**config.mk**
```make
export PLATFORM = sky130hd
export DESIGN_NAME = icache_direct
export DESIGN_NICKNAME = d
export VERILOG_FILES = /design/src/rtl/icache_direct.sv
export SDC_FILE = /design/constraint.sdc
export NUM_CORES = 2
export LEC_CHECK = 0
export CORE_ASPECT_RATIO = 1.25
export CORE_UTILIZATION = 55
export DETAILED_ROUTE_END_ITERATION = 8
export GPL_ROUTABILITY_DRIVEN = 0
export PLACE_DENSITY = 0.75
export SKIP_LAST_GASP = 1
export SLEW_MARGIN = 30
export SYNTH_ARGS = -nofsm -noshare
export SYNTH_HDL_FRONTEND = slang
export SYNTH_SLANG_ARGS = --single-unit
```
**constraint.sdc**
```tcl
create_clock -name clk_in -period 4.2 [get_ports clk_in]
set_input_delay 1.26 -clock clk_in [delete_from_list [all_inputs] [get_ports clk_in]]
set_output_delay 1.26 -clock clk_in [all_outputs]
set_load 0.1 [all_outputs]
```
**src/rtl/icache_direct.sv**
```systemverilog
`default_nettype none
// +--------------------------------------------------------------------------+
// | Module      : icache_direct                                              |
// | Description : Direct-mapped, one-word-per-line instruction cache between |
// |               the IF stage and the byte-serial memory controller port.   |
// |               Optional hit/miss counters under `ICACHE_STATS_EN.         |
// | Revision    : 1.0 - initial release                                      |
// +--------------------------------------------------------------------------+
module icache_direct #(
  parameter int IDX_W  = 6,
  parameter int ADDR_W = 18
) (
  input  logic        clk_in,
  input  logic        rst_in,
  input  logic        rdy_in,
  input  logic        flush,
  input  logic        if_req,
  input  logic [31:0] if_addr,
  output logic        if_rdy,
  output logic [31:0] if_ins,
  output logic [1:0]  mc_op,
  output logic [1:0]  mc_len,
  output logic [31:0] mc_addr,
  input  logic        mc_rdy,
  input  logic [31:0] mc_out
`ifdef ICACHE_STATS_EN
  ,
  output logic [31:0] hit_cnt,
  output logic [31:0] miss_cnt
`endif
);

  localparam int c_lines = 2 ** IDX_W;
  localparam int c_tag_w = ADDR_W - 2 - IDX_W;

  localparam logic [1:0] c_idle = 2'd0;
  localparam logic [1:0] c_miss = 2'd1;
  localparam logic [1:0] c_done = 2'd2;

  localparam logic [1:0] c_op_idle  = 2'b00;
  localparam logic [1:0] c_op_read  = 2'b01;
  localparam logic [1:0] c_len_none = 2'b00;
  localparam logic [1:0] c_len_word = 2'b11;

  logic [1:0]          r_state;
  logic                r_kill;
  logic [ADDR_W-1:2]   r_req_addr;
  logic [c_lines-1:0]  r_valid;
  logic [c_tag_w-1:0]  r_tag_mem  [c_lines];
  logic [31:0]         r_data_mem [c_lines];

  logic [IDX_W-1:0]    w_idx;
  logic [c_tag_w-1:0]  w_tag;
  logic                w_io;
  logic                w_accept;
  logic                w_hit;
  logic [IDX_W-1:0]    w_fill_idx;
  logic [c_tag_w-1:0]  w_fill_tag;
  logic                w_fill_io;
  logic                w_fill;
  logic                w_unused;

  // Lookup happens on the incoming address so a hit can be returned next cycle.
  assign w_idx    = if_addr[2+IDX_W-1:2];
  assign w_tag    = if_addr[ADDR_W-1:2+IDX_W];
  assign w_io     = (if_addr[ADDR_W-1:ADDR_W-2] == 2'b11);
  assign w_accept = (r_state == c_idle) && if_req && !flush;
  assign w_hit    = r_valid[w_idx] && (r_tag_mem[w_idx] == w_tag) && !w_io;

  assign w_fill_idx = r_req_addr[2+IDX_W-1:2];
  assign w_fill_tag = r_req_addr[ADDR_W-1:2+IDX_W];
  assign w_fill_io  = (r_req_addr[ADDR_W-1:ADDR_W-2] == 2'b11);
  assign w_fill     = (r_state == c_miss) && mc_rdy && rdy_in;

  assign w_unused = ^if_addr[1:0];

  always_ff @(posedge clk_in or negedge rst_in) begin
    if (!rst_in) begin
      r_state    <= c_idle;
      r_kill     <= 1'b0;
      r_req_addr <= '0;
      r_valid    <= '0;
      if_rdy     <= 1'b0;
      if_ins     <= 32'd0;
      mc_op      <= c_op_idle;
      mc_len     <= c_len_none;
      mc_addr    <= 32'd0;
    end else if (rdy_in) begin
      if_rdy <= 1'b0;
      case (r_state)
        c_idle: begin
          if (w_accept) begin
            r_req_addr <= if_addr[ADDR_W-1:2];
            if (w_hit) begin
              if_rdy <= 1'b1;
              if_ins <= r_data_mem[w_idx];
            end else begin
              r_state <= c_miss;
              mc_op   <= c_op_read;
              mc_len  <= c_len_word;
              mc_addr <= {if_addr[31:2], 2'b00};
            end
          end
        end
        c_miss: begin
          if (flush) begin
            r_kill <= 1'b1;
          end
          if (mc_rdy) begin
            // The read cannot be aborted: the line fills even when delivery is killed.
            if (!w_fill_io) begin
              r_valid[w_fill_idx] <= 1'b1;
            end
            mc_op  <= c_op_idle;
            mc_len <= c_len_none;
            if (!r_kill && !flush) begin
              if_rdy <= 1'b1;
              if_ins <= mc_out;
            end
            r_state <= c_done;
          end
        end
        c_done: begin
          r_kill  <= 1'b0;
          r_state <= c_idle;
        end
        default: begin
          r_state <= c_idle;
        end
      endcase
    end
  end

  always_ff @(posedge clk_in) begin
    if (w_fill && !w_fill_io) begin
      r_tag_mem[w_fill_idx]  <= w_fill_tag;
      r_data_mem[w_fill_idx] <= mc_out;
    end
  end

`ifdef ICACHE_STATS_EN
  always_ff @(posedge clk_in or negedge rst_in) begin
    if (!rst_in) begin
      hit_cnt  <= 32'd0;
      miss_cnt <= 32'd0;
    end else if (rdy_in && w_accept) begin
      if (w_hit) begin
        hit_cnt <= hit_cnt + 32'd1;
      end else begin
        miss_cnt <= miss_cnt + 32'd1;
      end
    end
  end
`else
  // Statistics counters are not built in this configuration.
`endif

endmodule
`default_nettype wire

```
# Word level (Yosys, flattened, before mapping)
# Memories as Yosys holds them, arrays and structs flattened.
# Cells that the tools add are included.
# word_totals
ff_bits,150
mem_bits_rw,2688
out_inout_bits,69
wordCells,78
n_memories,2
# memory_table
memory,words,word_bits,rd,rd_clocked_by_memory_dff,write_ports,line,rtl
r_data_mem,64,32,1,0,1,50,logic [31:0] r_data_mem [c_lines];
r_tag_mem,64,10,1,0,1,49,logic [c_tag_w-1:0] r_tag_mem [c_lines];
# classes
order_cmp,3
eq_ne,11
muxes,27
n_bitwise,3
reduce_logical,23
# ops
operator,count
$mux W32,4
$or A64 B64 Y64,1
$pmux W32 S2,1
$lt A6 B7 Y1 const B,2
$mux W2,6
$pmux W2 S2,3
$reduce_and A4 Y1,3
$eq A10 B10 Y1,1
$ne A2 B2 Y1 const B,5
$logic_and A1 B1 Y1,9
$mux W1,9
$bmux W1 S6,1
$demux W1 S6,1
$eq A2 B2 Y1 const B,3
$ge A6 B1 Y1 const B,1
$reduce_and A3 Y1,2
$reduce_and A6 Y1,1
$reduce_and A5 Y1,1
$logic_not A1 Y1,4
$pmux W1 S2,2
$reduce_bool A2 Y1,2
$eq A2 B1 Y1 const B,1
$logic_not A2 Y1,1
$ne A2 B1 Y1 const B,1
$not A1 Y1,2

# Logic depth before layout (Yosys ltp)
# logic_depth
ltp_word,7
ltp_mapped,17
depth_no_buf,10

# Worst setup path before layout
# OpenSTA, ideal clock, no wires.
# synth_timing
path_kind,input port to flip-flop
startpoint,input port if_addr[3]
endpoint,register if_ins[29]
setup_ps,125
arrival_time_ps,4198
required_ps,4075
setup_slack_ps,-124
cell_stages,16
path_buffers,10
cell_sequence,buf_2 -> buf_6 -> buf_6 -> buf_6 -> buf_4 -> buf_4 -> buf_2 -> buf_4 -> buf_2 -> buf_1 -> mux4_2 -> a221oi_1 -> nand4_1 -> o21ai_1 -> o21ai_0 -> mux2_2
# synth_between
elab_chain_len,6
elab_cells_between_ends,12
cone_classes,eq/ne: 2; mux: 5; reduce/logical: 3; memory: 2
# synth_lines
element,line,rtl
"start, declared",18,"input logic [31:0] if_addr,"
$mem_v2 Z64 W10 or $bmux W1 S6 (tied branches),n/a,
$eq A10 B10 Y1 or $mux W1 (tied branches),68,assign w_hit = r_valid[w_idx] && (r_tag_mem[w_idx] == w_tag) && !w_io;
$logic_and A1 B1 Y1 (2 in series),68,
$ne A2 B2 Y1 (no source line),n/a,
$reduce_and A6 Y1 (no source line),n/a,
"end signal, assigned",96,if_ins <= r_data_mem[w_idx];
"end signal, assigned",118,if_ins <= mc_out;
"end, declared",20,"output logic [31:0] if_ins,"
# Parallel ways exist; a longest one is shown, timed or not. The select of a mux whose other input is x is not followed.
# A chain may end at the register's enable or synchronous reset.

# Worst setup path in the final report
# layout_timing
startpoint,input port if_addr[2]
endpoint,register if_ins[4]
# The elaborated chain is that of the path after synthesis.

==> results.yml <==
run_status:
  status: "finished, violations left"
  failed_checks: "setup timing"
clock_tree:
  clock_latency_ns: 0.94
  root_buffer: "clkbuf_16"
  clk_pin_slew_ns: 0.06
  cts-buffers-inserted: 279
  clock_sinks: 2835
  cts-root-to-sink-buffers: 4
  htree_levels: 5
  tritoncts: "yes"
drt:
  via_count: 57166
  initialDrtViolationCount: 7915
  wl_per_cell_um: 36.3
  detailedRoute.firstPassIterationCount: 6
  totalWireLength_mm: 303
  vias_per_cell: 6.85
  drcViolationCount: 0
  drtAntennaViolNets: 0
power_and_ir_drop:
  power.density_cell_area_nw_per_um2: 492
  power.clock.fraction_pct: 38.8
  static_leakage_nw: 41.5
  internal_pwr_total_mw: 47.8
  power_frac_comb_pct: 9.3
  sequentialPowerShare_pct: 51.9
  worst_ir_drop_vdd_uv: 588
  power.total_mw: 62.4
  switching_power_mw: 14.6
  netSwitchingFraction_pct: 23.4
timing:
  setup_tns_final_ns: -0.0951
  worst-slew-pin-transition_ns: 1.02
  setup_ws_ns: -0.0266
  hold_viol_final: 0
  setup_violations: 6
  post_route_clock_period_utilization_pct: 101
  max_slew_margin_pct: 31.9
  max_freq_ghz: 0.237
  whs_ns: 0.347
  timing.clock.skew_ns: 0.0697
  timing_max_transition_violations_final: 0
  period_minus_slack_ns: 4.23
floorplanning:
  row_count: 182
  die_area_um2: 200000
  floorplan.initialDensity_pct: 55.4
  top_level_ports: 139
  die_h_um: 500
  fp.dieW_um: 400
  coreArea_um2: 197000
logic_synthesis:
  post_synth_main_area_contributors: "edfxtp_1 74%, mux4_2 13%, dfrtp_1 3.4%, mux2i_1 2.0%, mux2_2 1.2%"
  area_leader_netlist: "edfxtp_1"
  ys_seq_elements: 2835
  synth_ff_type: "edfxtp_1"
  syn_avg_cell_area_um2: 21.9
  netlist.area_leader.share_pct: 74.0
  synth_area_um2: 109000
  async_set_or_reset_flop_fraction_in_the_synthesized_netlist_pct: 5.19
  synth_warnings: 0
  number_of_enable_flip_flop_cells_after_synthesis: 2688
  synth-seq-area-share_pct: 77.4
  post_synth_inst_count: 4981
  synth_cell_type_count: 66
critical_path:
  crit_type: "in2reg"
  cp_max_fo: 15
  critical-path-max-stage-delay_ns: 0.54
  timing.critical_path.arrival_ns: 4.98
  critical_path.startpoint_type: "primary input"
  critical_path_required_ns: 4.96
  reg2reg_setup_slack_ns: 0.44
  cp-end-kind: "register"
  cp_cell_sequence: "buf_8 > buf_12 > mux4_2 > mux4_2 > nand2b_1 > a41oi_1 > buf_4 > xnor2_1 > nor2_2 > nand4_1 > o32ai_4 > buf_12 > buf_8 > mux2_2"
  crit_path_top_delay_cell: "mux4_2"
global_routing:
  grt_max_degree: 96
  antenna_found_initial: 5
  overflow: 0
  grt_pass1_vias: 58149
  grt_pass1_wl_mm: 425
  grt_usage_pct: 30.3
flow_run:
  number_of_max_cap_violations: 0
placement:
  placement.io_buffers: 133
  dp_slack_ns: -1.08
  detailed_place.area_um2: 118000
  hpwlAfterDp_mm: 172
final_layout:
  fillCellCount: 12179
  final_layout_size_suffix_gt1_share_pct: 31.5
  area_growth_pct: 16.3
  top_library_cells_by_usage_in_the_layout_fill_and_taps_aside: "2,688 x edfxtp_1, 618 x mux4_2, 333 x buf_4"
  mostFrequentLayoutCell: "edfxtp_1"
  num-nets-final: 5650
  final_design_area_no_fill_um2: 127000
worst_hold_path:
  min_path_type: "in2async"
cells by family (layout without fill, tap and decap cells):
| logic type | after synthesis | in the layout | share of synthesized area [%] |
|---|---|---|---|
| AO/OA/AOI/OAI | 465 | 465 | 2.89 |
| other | 1 | 6 | 0.00344 |
| multiplexers | 984 | 984 | 16.4 |
| flip-flops | 2835 | 2835 | 77.4 |
| AND/OR/NAND/NOR | 405 | 405 | 1.93 |
| XOR/XNOR | 7 | 7 | 0.0562 |
| buffers and inverters | 284 | 1072 | 1.36 |
power groups by stage:
stage               Sequential (mW)  Combinational, mW  Clock (mW)
global placement               32.9               5.59           0
floorplan                      34.4               2.09           0
global route                   32.4               6.03        25.4
CTS                            32.4               5.77        24.4
detailed placement             33.0               5.73           0
finish                         32.4               5.82        24.2
metrics by stage:
stage | util [%] | std cells
after CTS | 64.3 | 8343
after floorplan | - | 4983
final | 64.4 | 8350
after global placement | 59.9 | 7870
after detailed placement | 59.9 | 7871
after global routing | 64.4 | 8347
path summary, 6_finish.rpt:
path	from	end	depth (start not counted)
setup / recovery	if_addr[2]	if_ins[4]$_DFFE_PN0P_	14
hold / removal	rst_in	r_req_addr[11]$_DFFE_PN0P_	1
setup reg to reg	r_tag_mem[55][2]$_DFFE_PP_	if_ins[4]$_DFFE_PN0P_	12
hold reg to reg	r_valid[43]$_DFFE_PN0P_	r_valid[43]$_DFFE_PN0P_	1
max in group asynchronous	rst_in	if_ins[21]$_DFFE_PN0P_	2
min in group clk_in	r_valid[43]$_DFFE_PN0P_	r_valid[43]$_DFFE_PN0P_	1
sequential cells by signal, summed over array words and instances (netlist names):
| signal | count |
|---|---|
| r_req_addr | 16 |
| r_state | 2 |
| if_rdy | 1 |
| r_tag_mem | 640 |
| mc_addr | 30 |
| if_ins | 32 |
| r_kill | 1 |
| mc_len | 1 |
| r_valid | 64 |
| r_data_mem | 2048 |
cell type report:
| type | instances | area [µm²] | area share (%) |
|---|---|---|---|
| sequential | 2835 | 84400 | 66.5 |
| multi-input combinational | 1864 | 23800 | 18.8 |
| clock buffer | 365 | 7580 | 5.98 |
| timing repair buffer | 593 | 6710 | 5.29 |
| tap | 2576 | 3220 | 2.54 |
| clock inverter | 107 | 1090 | 0.861 |
| inverter | 7 | 27.5 | 0.0217 |
| antenna | 3 | 7.51 | 0.00592 |
cells in the mapped netlist, drive strengths merged (2+ instances only):
library cell and instances:
a2111oi 3, a211o 4, a211oi 64, a21o 3, a21oi 47, a221oi 40, a22o 35, a22oi 87
a31oi 3, a32oi 6, a41oi 3, and2 7, and3 3, buf 182, clkbuf 95, dfrtp 147
edfxtp 2688, inv 6, mux2 147, mux2i 219, mux4 618, nand2 76, nand2b 11, nand3 42
nand3b 5, nand4 41, nor2 85, nor2b 52, nor3 4, nor4 5, o2111ai 4, o211ai 5
o21ai 142, o221ai 2, o22ai 6, o2bb2ai 2, o32ai 2, or2 65, or3b 4, xnor2 6
metal layers:
| layer | global-route usage [%] | up-vias | wire length (µm) |
|---|---|---|---|
| met5 | 0 | - | 0 |
| met4 | 16.8 | 0 | 18400 |
| met3 | 6.79 | 900 | 33900 |
| met2 | 48.5 | 4333 | 146000 |
| met1 | 39.0 | 29815 | 105000 |
| li1 | - | 22118 | - |
worst max-delay path: cells and delay by family:
family / cells / cell delay, ns
mux: 3 / 1.41
buf+inv: 5 / 1.03
simple gates: 3 / 0.75
compound gates: 2 / 0.44
xor+xnor: 1 / 0.06
repair_timing:
| action | 4_1_cts | 5_1_grt |
|---|---|---|
| setup endpoints to repair | 46 | 43 |
| buffers inserted | 0 | 1 |
| resized for setup | 3 | 14 |
| pin swaps | 0 | 4 |
| cloned | 0 | 2 |
| hold buffers | 0 | 0 |
No activity file was read; power rests on OpenSTA's default activity.
